==> src/rtl/task_pkg.sv <==
// Shared types and sizing for the scheduler front end: task payload, tracking entry, FSM state.
package task_pkg;

    localparam int unsigned SLOTS   = 5;
    localparam int unsigned ID_W    = 16;
    localparam int unsigned BURST_W = 4;
    localparam int unsigned TASK_W  = ID_W + BURST_W;
    localparam int unsigned CRED_W  = 3;
    localparam int unsigned IDX_W   = 3;
    localparam int unsigned DROP_W  = 8;

    localparam logic [ID_W-1:0] IDLE_ID = 16'hFFFF;

    typedef struct packed {
        logic [BURST_W-1:0] burst;
        logic [ID_W-1:0]    id;
    } task_t;

    typedef struct packed {
        logic               valid;
        logic [ID_W-1:0]    id;
        logic [BURST_W-1:0] rem;
    } entry_t;

    typedef enum logic [1:0] {
        IDLE,
        START,
        WAIT,
        RUN
    } state_t;

    // A zero-length task or one carrying the idle marker can never be tracked.
    function automatic logic task_legal(input task_t t);
        return (t.burst != '0) && (t.id != IDLE_ID);
    endfunction

endpackage

==> src/rtl/task_track_table.sv <==
// In-flight task table: id CAM, lowest-free allocation, per-slice decrement and release.
module task_track_table
    import task_pkg::*;
(
    input  logic            clk,
    input  logic            rst,
    input  logic            i_alloc,
    input  task_t           i_alloc_task,
    input  logic [ID_W-1:0] i_query_id,
    input  logic            i_obs_valid,
    input  logic [ID_W-1:0] i_obs_id,
    output logic            o_hit_c,
    output logic            o_obs_hit_c,
    output logic            o_free_c,
    output logic [ID_W-1:0] o_free_id_c,
    output logic            o_all_free_c
);

    entry_t           r_tab [SLOTS];
    logic             w_has_free;
    logic [IDX_W-1:0] w_alloc_idx;

    // Ids are unique among valid entries, so at most one entry matches either lookup.
    always_comb begin
        o_hit_c      = 1'b0;
        o_obs_hit_c  = 1'b0;
        o_free_c     = 1'b0;
        o_free_id_c  = '0;
        o_all_free_c = 1'b1;
        w_has_free   = 1'b0;
        w_alloc_idx  = '0;
        for (int unsigned i = 0; i < SLOTS; i++) begin
            if (r_tab[i].valid) begin
                o_all_free_c = 1'b0;
                if (r_tab[i].id == i_query_id) begin
                    o_hit_c = 1'b1;
                end
                if (i_obs_valid && (r_tab[i].id == i_obs_id)) begin
                    o_obs_hit_c = 1'b1;
                    if (r_tab[i].rem == BURST_W'(1)) begin
                        o_free_c    = 1'b1;
                        o_free_id_c = r_tab[i].id;
                    end
                end
            end else if (!w_has_free) begin
                w_has_free  = 1'b1;
                w_alloc_idx = IDX_W'(i);
            end
        end
    end

    // Allocation only targets an entry that was free before this edge, so it never collides with a release.
    always_ff @(posedge clk) begin
        if (rst) begin
            for (int unsigned i = 0; i < SLOTS; i++) begin
                r_tab[i] <= '0;
            end
        end else begin
            for (int unsigned i = 0; i < SLOTS; i++) begin
                if (i_obs_valid && r_tab[i].valid && (r_tab[i].id == i_obs_id) && (r_tab[i].rem != '0)) begin
                    r_tab[i].rem <= r_tab[i].rem - BURST_W'(1);
                    if (r_tab[i].rem == BURST_W'(1)) begin
                        r_tab[i].valid <= 1'b0;
                    end
                end
                if (i_alloc && w_has_free && (w_alloc_idx == IDX_W'(i))) begin
                    r_tab[i] <= '{valid: 1'b1, id: i_alloc_task.id, rem: i_alloc_task.burst};
                end
            end
        end
    end

endmodule

==> src/rtl/task_feeder.sv <==
// Producer-side front end: starts the scheduler, meters tasks into its store by credit,
// tracks every in-flight task from the slice stream and reports completions.
module task_feeder
    import task_pkg::*;
(
    input  logic              clk,
    input  logic              rst,
    input  logic              en,
    input  logic              in_valid,
    output logic              in_ready,
    input  logic [TASK_W-1:0] in_task,
    output logic              sch_st,
    output logic              sch_inputtask,
    output logic [TASK_W-1:0] sch_task_in,
    input  logic [ID_W-1:0]   sch_task_out,
    input  logic              sch_empty,
    output logic              done_valid,
    output logic [ID_W-1:0]   done_id,
    output logic [CRED_W-1:0] credits,
    output logic [DROP_W-1:0] drop_cnt,
    output logic              err
);

    state_t              r_state;
    logic                r_sch_st;
    logic                r_sch_inputtask;
    logic [TASK_W-1:0]   r_sch_task_in;
    logic                r_done_valid;
    logic [ID_W-1:0]     r_done_id;
    logic [CRED_W-1:0]   r_credits;
    logic [DROP_W-1:0]   r_drop_cnt;
    logic                r_err;
    logic                r_idle_seen;

    task_t               w_task;
    logic                w_run;
    logic                w_legal;
    logic                w_hit;
    logic                w_drop;
    logic                w_issue;
    logic                w_obs;
    logic                w_obs_hit;
    logic                w_free;
    logic [ID_W-1:0]     w_free_id;
    logic                w_all_free;
    logic                w_idle_cond;

    assign w_task   = task_t'(in_task);
    assign w_run    = (r_state == RUN);
    assign w_legal  = task_legal(w_task);
    assign w_drop   = w_run && in_valid && !w_legal;
    // Duplicate in-flight ids are held at the head until the earlier instance retires.
    assign w_issue  = w_run && in_valid && w_legal && (r_credits != '0) && !w_hit;
    assign in_ready = w_drop || w_issue;
    assign w_obs    = w_run && (sch_task_out != IDLE_ID);
    // Scheduler claims work while nothing is tracked and nothing is being written to it.
    assign w_idle_cond = w_run && w_all_free && !r_sch_inputtask && !sch_empty;

    task_track_table u_table (
        .clk          (clk),
        .rst          (rst),
        .i_alloc      (w_issue),
        .i_alloc_task (w_task),
        .i_query_id   (w_task.id),
        .i_obs_valid  (w_obs),
        .i_obs_id     (sch_task_out),
        .o_hit_c      (w_hit),
        .o_obs_hit_c  (w_obs_hit),
        .o_free_c     (w_free),
        .o_free_id_c  (w_free_id),
        .o_all_free_c (w_all_free)
    );

    always_ff @(posedge clk) begin
        if (rst) begin
            r_state         <= IDLE;
            r_sch_st        <= 1'b0;
            r_sch_inputtask <= 1'b0;
            r_sch_task_in   <= '0;
            r_done_valid    <= 1'b0;
            r_done_id       <= '0;
            r_credits       <= CRED_W'(SLOTS);
            r_drop_cnt      <= '0;
            r_err           <= 1'b0;
            r_idle_seen     <= 1'b0;
        end else begin
            r_sch_st <= 1'b0;
            case (r_state)
                IDLE: begin
                    if (en) begin
                        r_state  <= START;
                        r_sch_st <= 1'b1;
                    end
                end
                START:   r_state <= WAIT;
                WAIT:    r_state <= RUN;
                RUN:     r_state <= RUN;
                default: r_state <= IDLE;
            endcase

            r_sch_inputtask <= w_issue;
            r_sch_task_in   <= w_issue ? in_task : '0;
            r_done_valid    <= w_free;
            r_done_id       <= w_free ? w_free_id : '0;

            if (w_drop && (r_drop_cnt != '1)) begin
                r_drop_cnt <= r_drop_cnt + DROP_W'(1);
            end

            // Simultaneous issue and release leave the credit count unchanged.
            if (w_issue && !w_free) begin
                r_credits <= r_credits - CRED_W'(1);
            end else if (w_free && !w_issue) begin
                if (r_credits == CRED_W'(SLOTS)) begin
                    r_err <= 1'b1;
                end else begin
                    r_credits <= r_credits + CRED_W'(1);
                end
            end

            if (w_obs && !w_obs_hit) begin
                r_err <= 1'b1;
            end

            r_idle_seen <= w_idle_cond;
            if (w_idle_cond && r_idle_seen) begin
                r_err <= 1'b1;
            end
        end
    end

    assign sch_st        = r_sch_st;
    assign sch_inputtask = r_sch_inputtask;
    assign sch_task_in   = r_sch_task_in;
    assign done_valid    = r_done_valid;
    assign done_id       = r_done_id;
    assign credits       = r_credits;
    assign drop_cnt      = r_drop_cnt;
    assign err           = r_err;

endmodule

==> config.mk <==
export PLATFORM = sky130hd
export DESIGN_NAME = task_feeder
export DESIGN_NICKNAME = d
export VERILOG_FILES = /design/src/rtl/task_pkg.sv /design/src/rtl/task_track_table.sv /design/src/rtl/task_feeder.sv
export SDC_FILE = /design/constraint.sdc
export NUM_CORES = 1
export LEC_CHECK = 0
export ABC_AREA = 1
export CORE_MARGIN = 1
export CORE_UTILIZATION = 40
export DETAILED_ROUTE_END_ITERATION = 8
export HOLD_SLACK_MARGIN = 0.05
export PLACE_DENSITY = 0.57
export SYNTH_ARGS = -nofsm -noshare
export SYNTH_HDL_FRONTEND = slang
export SYNTH_SLANG_ARGS = --single-unit
==> constraint.sdc <==
create_clock -name clk -period 3.8 [get_ports clk]
set_input_delay 1.14 -clock clk [delete_from_list [all_inputs] [get_ports clk]]
set_output_delay 1.14 -clock clk [all_outputs]
set_load 0.03 [all_outputs]
==> results.sh <==
export IMPL_clkSlewWorstSetupHoldPaths_ps=80
export IMPL_worstReg2RegStart="u_table.r_tab[3][17]"
export IMPL_grt_pass1_vias=10680
export IMPL_critPathRequiredTime_ps=2660
export IMPL_synthAdderAreaFrac_pct=2.139
export IMPL_cp_start_kind="input pin"
export IMPL_clockBufferDepth=2
export IMPL_cts_root_buf="clkbuf_16"
export IMPL_drv_slew=0
export IMPL_worst_pin_slew_ps=583.8
export IMPL_clock_fmax_mhz=264.1
export IMPL_syn_inst=1435
export IMPL_numClockSinks=159
export IMPL_finalHoldViolCount=0
export IMPL_fin_ws_ps=13.25
export IMPL_finalCritPeriodShare_pct=99.65
export IMPL_outcome="finished, final reports clean"
export IMPL_drtAntennaViolNets=0
export IMPL_gr_usage_all_layers_pct=35.99
export IMPL_nFillCells=2449
export IMPL_synth_top_family_by_area="simple AND/OR/NAND/NOR gates"
export IMPL_gp_congestion=1.005
export IMPL_crit_type="in2out"
export IMPL_multi_input_area_um2=5303
export IMPL_arrival_ps=2650
export IMPL_start_util_pct=40.88
export IMPL_cts_tree="yes"
export IMPL_yosys_area_share_simple_pct=32.49
export IMPL_power_leakage_nw=6.675
export IMPL_grt_overflow_total=0
export IMPL_io_pins=93
export IMPL_peakVddDrop_v=0.0002432
export IMPL_crit_fanout=7
export IMPL_drc=0
export IMPL_die_x_um=162.4
export IMPL_synthXorXnorAreaFrac_pct=5.105
export IMPL_rr_endpoint="credits[2]"
export IMPL_synth_cell_types=48
export IMPL_yosysTopAreaCellShare_pct=30.63
export IMPL_num_vias=11290
export IMPL_area_delta_synth_final_pct=39.03
export IMPL_syn_area_per_cell_um2=7.173
export IMPL_cts_buffers=17
export IMPL_totalWireLength_um=46850
export IMPL_pwr_density_cell_nw_per_um2=318.6
export IMPL_post_route_cells_drive_above_1_share_pct=22.72
export IMPL_finalSetupViolCount=0
export IMPL_place_inst=2041
export IMPL_fin_skew_ps=10.70
export IMPL_yosysSeqAreaShare_pct=41.13
export IMPL_clock_latency_ps=440
export IMPL_regArea_um2=4234
export IMPL_syn_area_um2=10290
export IMPL_port_buffers=92
export IMPL_drv_cap=0
export IMPL_cp_end_kind="output port"
export IMPL_rsz0062_at_grt="yes"
export IMPL_yosysWarnings=0
export IMPL_synth_largest_area_cell="edfxtp_1"
export IMPL_cts_hold_fix_buffers=0
export IMPL_routed_via_density=5.412
export IMPL_dpl_worst_slack_ps=-630.9
export IMPL_antenna_found_initial=0
export IMPL_r2r_slack_ps=950
export IMPL_antenna_cells=0
export IMPL_synth_ff_latch_count=159
export IMPL_layout_nets=1801
export IMPL_wire_per_inst_um=22.46
export IMPL_htreeDepth=4
export IMPL_relSlewSlack_pct=60.67
export IMPL_grt_start_max_net_pins=34
export IMPL_dieArea_um2=26380
export IMPL_yosys_top_cells_area="edfxtp_1, nand2_1, dfxtp_1"
export IMPL_rows=58
export IMPL_power_total_mw=4.559
export IMPL_synth_compound_area_share_pct=8.496
export IMPL_grt_pass1_wl_um=68040
export IMPL_crit_end="in_ready"
export IMPL_fin_cells=2086
export IMPL_die_h_um=162.4
export IMPL_hold_path_class="reg2reg"
export IMPL_drt_iter0_markers=1529
export IMPL_reg2reg_depth=18
export IMPL_dp_hpwl_um=37720
export IMPL_timing_final_crit_period_ps=3787
export IMPL_synth_mux_area_share_pct=0
export IMPL_synthesis_nets=1493
export IMPL_first_pass_iters=6
export IMPL_coreArea_um2=25180
export IMPL_cp_startpoint="in_task[13]"
-- cell families (layout without fill, tap and decap cells) --
logic type | after synthesis | in the layout
AO/OA/AOI/OAI | 160 | 160
buffers and inverters | 261 | 582
flip-flops | 159 | 159
adder cells (fa/ha/maj) | 17 | 17
AND/OR/NAND/NOR | 778 | 778
XOR/XNOR | 60 | 60
-- flip-flops by register name, indices dropped and copies added, names as in the netlist --
| name | flops |
|---|---|
| u_table.r_tab | 105 |
| drop_cnt | 8 |
| r_state | 2 |
| r_idle_seen | 1 |
| err | 1 |
| done_id | 16 |
| done_valid | 1 |
| credits | 3 |
| sch_inputtask | 1 |
| sch_task_in | 20 |
| sch_st | 1 |
-- per-layer routing --
metal | vias to the layer above | wire, um | share of wire [%] | global-route usage (%)
li1 | 5247 | - | - | -
met1 | 5269 | 20260 | 43 | 50.51
met2 | 667 | 20450 | 44 | 55.38
met3 | 106 | 4347 | 9.3 | 5.628
met4 | 0 | 1792 | 3.8 | 13.68
met5 | - | 0 | 0 | 0
-- layout by cell type (no fill, tap or decap), drive strengths merged, types with 6 or more instances in the layout --
master	Yosys	layout
nand2	383	383
buf	44	255
inv	209	218
nor2	208	208
edfxtp	105	105
o21ai	77	77
nand3	72	72
clkdlybuf4s50	0	69
dfxtp	54	54
nor3	50	50
a21oi	41	41
nand4	37	37
xnor2	35	35
o22ai	27	27
clkbuf	5	26
xor2	25	25
ha	16	16
clkinv	3	8
a31oi	7	7
or2	7	7
nand3b	6	6
dlymetal6s2s	0	6
-- final cells by class --
| class | instances | area share, % |
|---|---|---|
| clock inverter | 14 | 1.137 |
| clock buffer | 18 | 3.069 |
| inverter | 212 | 5.604 |
| sequential | 159 | 29.59 |
| multi-input combinational | 1015 | 37.05 |
| tap | 330 | 2.885 |
| timing repair buffer | 338 | 20.67 |
-- through the flow --
stage	utilization [%]	TNS (ps)	hold WS, ps	area (um^2)
after CTS	56.16	-10.01	481.6	14140
after global placement	52.57	-34400	457.0	13240
final	56.83	0	485.7	14310
after detailed placement	52.57	-40990	469.8	13240
after floorplan	-	0	442.8	10290
after global routing	56.83	-49.44	499.4	14310
-- worst max-delay path: stages --
cell and delay, ps:
buf_4 110, buf_12 130, buf_4 120, buf_4 110, nand4_1 170, nor3_4 310, nor3_2 80, nand2_1 70
nor2_1 40, nand2_1 130, nand2_2 90, buf_6 150
-- cell usage after synthesis (all sizes together) --
cell type / n
a211o: 1
a21o: 1
a21oi: 41
a31oi: 7
and2: 1
and3: 1
and3b: 3
buf: 44
clkbuf: 5
clkinv: 3
dfxtp: 54
edfxtp: 105
fa: 1
ha: 16
inv: 209
nand2: 383
nand3: 72
nand3b: 6
nand4: 37
nor2: 208
nor2b: 1
nor3: 50
nor3b: 4
nor4: 5
o2111ai: 2
o211ai: 3
o21a: 1
o21ai: 77
o22ai: 27
or2: 7
xnor2: 35
xor2: 25
-- worst min path at each step --
stage	startpoint	slack, ps	endpoint	cells past startpoint
4_1_cts	r_state[0]	480	sch_st	1
5_1_grt	r_state[0]	500	sch_st	1
6_report	r_state[0]	490	sch_st	1
3_3_place_gp	r_state[1]	460	sch_st	1
2_1_floorplan	r_state[0]	440	sch_st	1
3_5_place_dp	r_state[1]	470	sch_st	1
-- repair_timing --
action / in CTS / in global routing
pin swaps: 34 / 43
endpoints found under the hold margin: 0 / 0
endpoints found under the setup margin: 3 / 8
setup buffers: 10 / 4
resized for setup: 99 / 72
-- power by group --
group | internal (mW) | switching, mW
clock | 0.910 | 0.918
combinational | 0.334 | 0.440
sequential | 1.89 | 0.0703
Power figures use the tool's default switching activity.
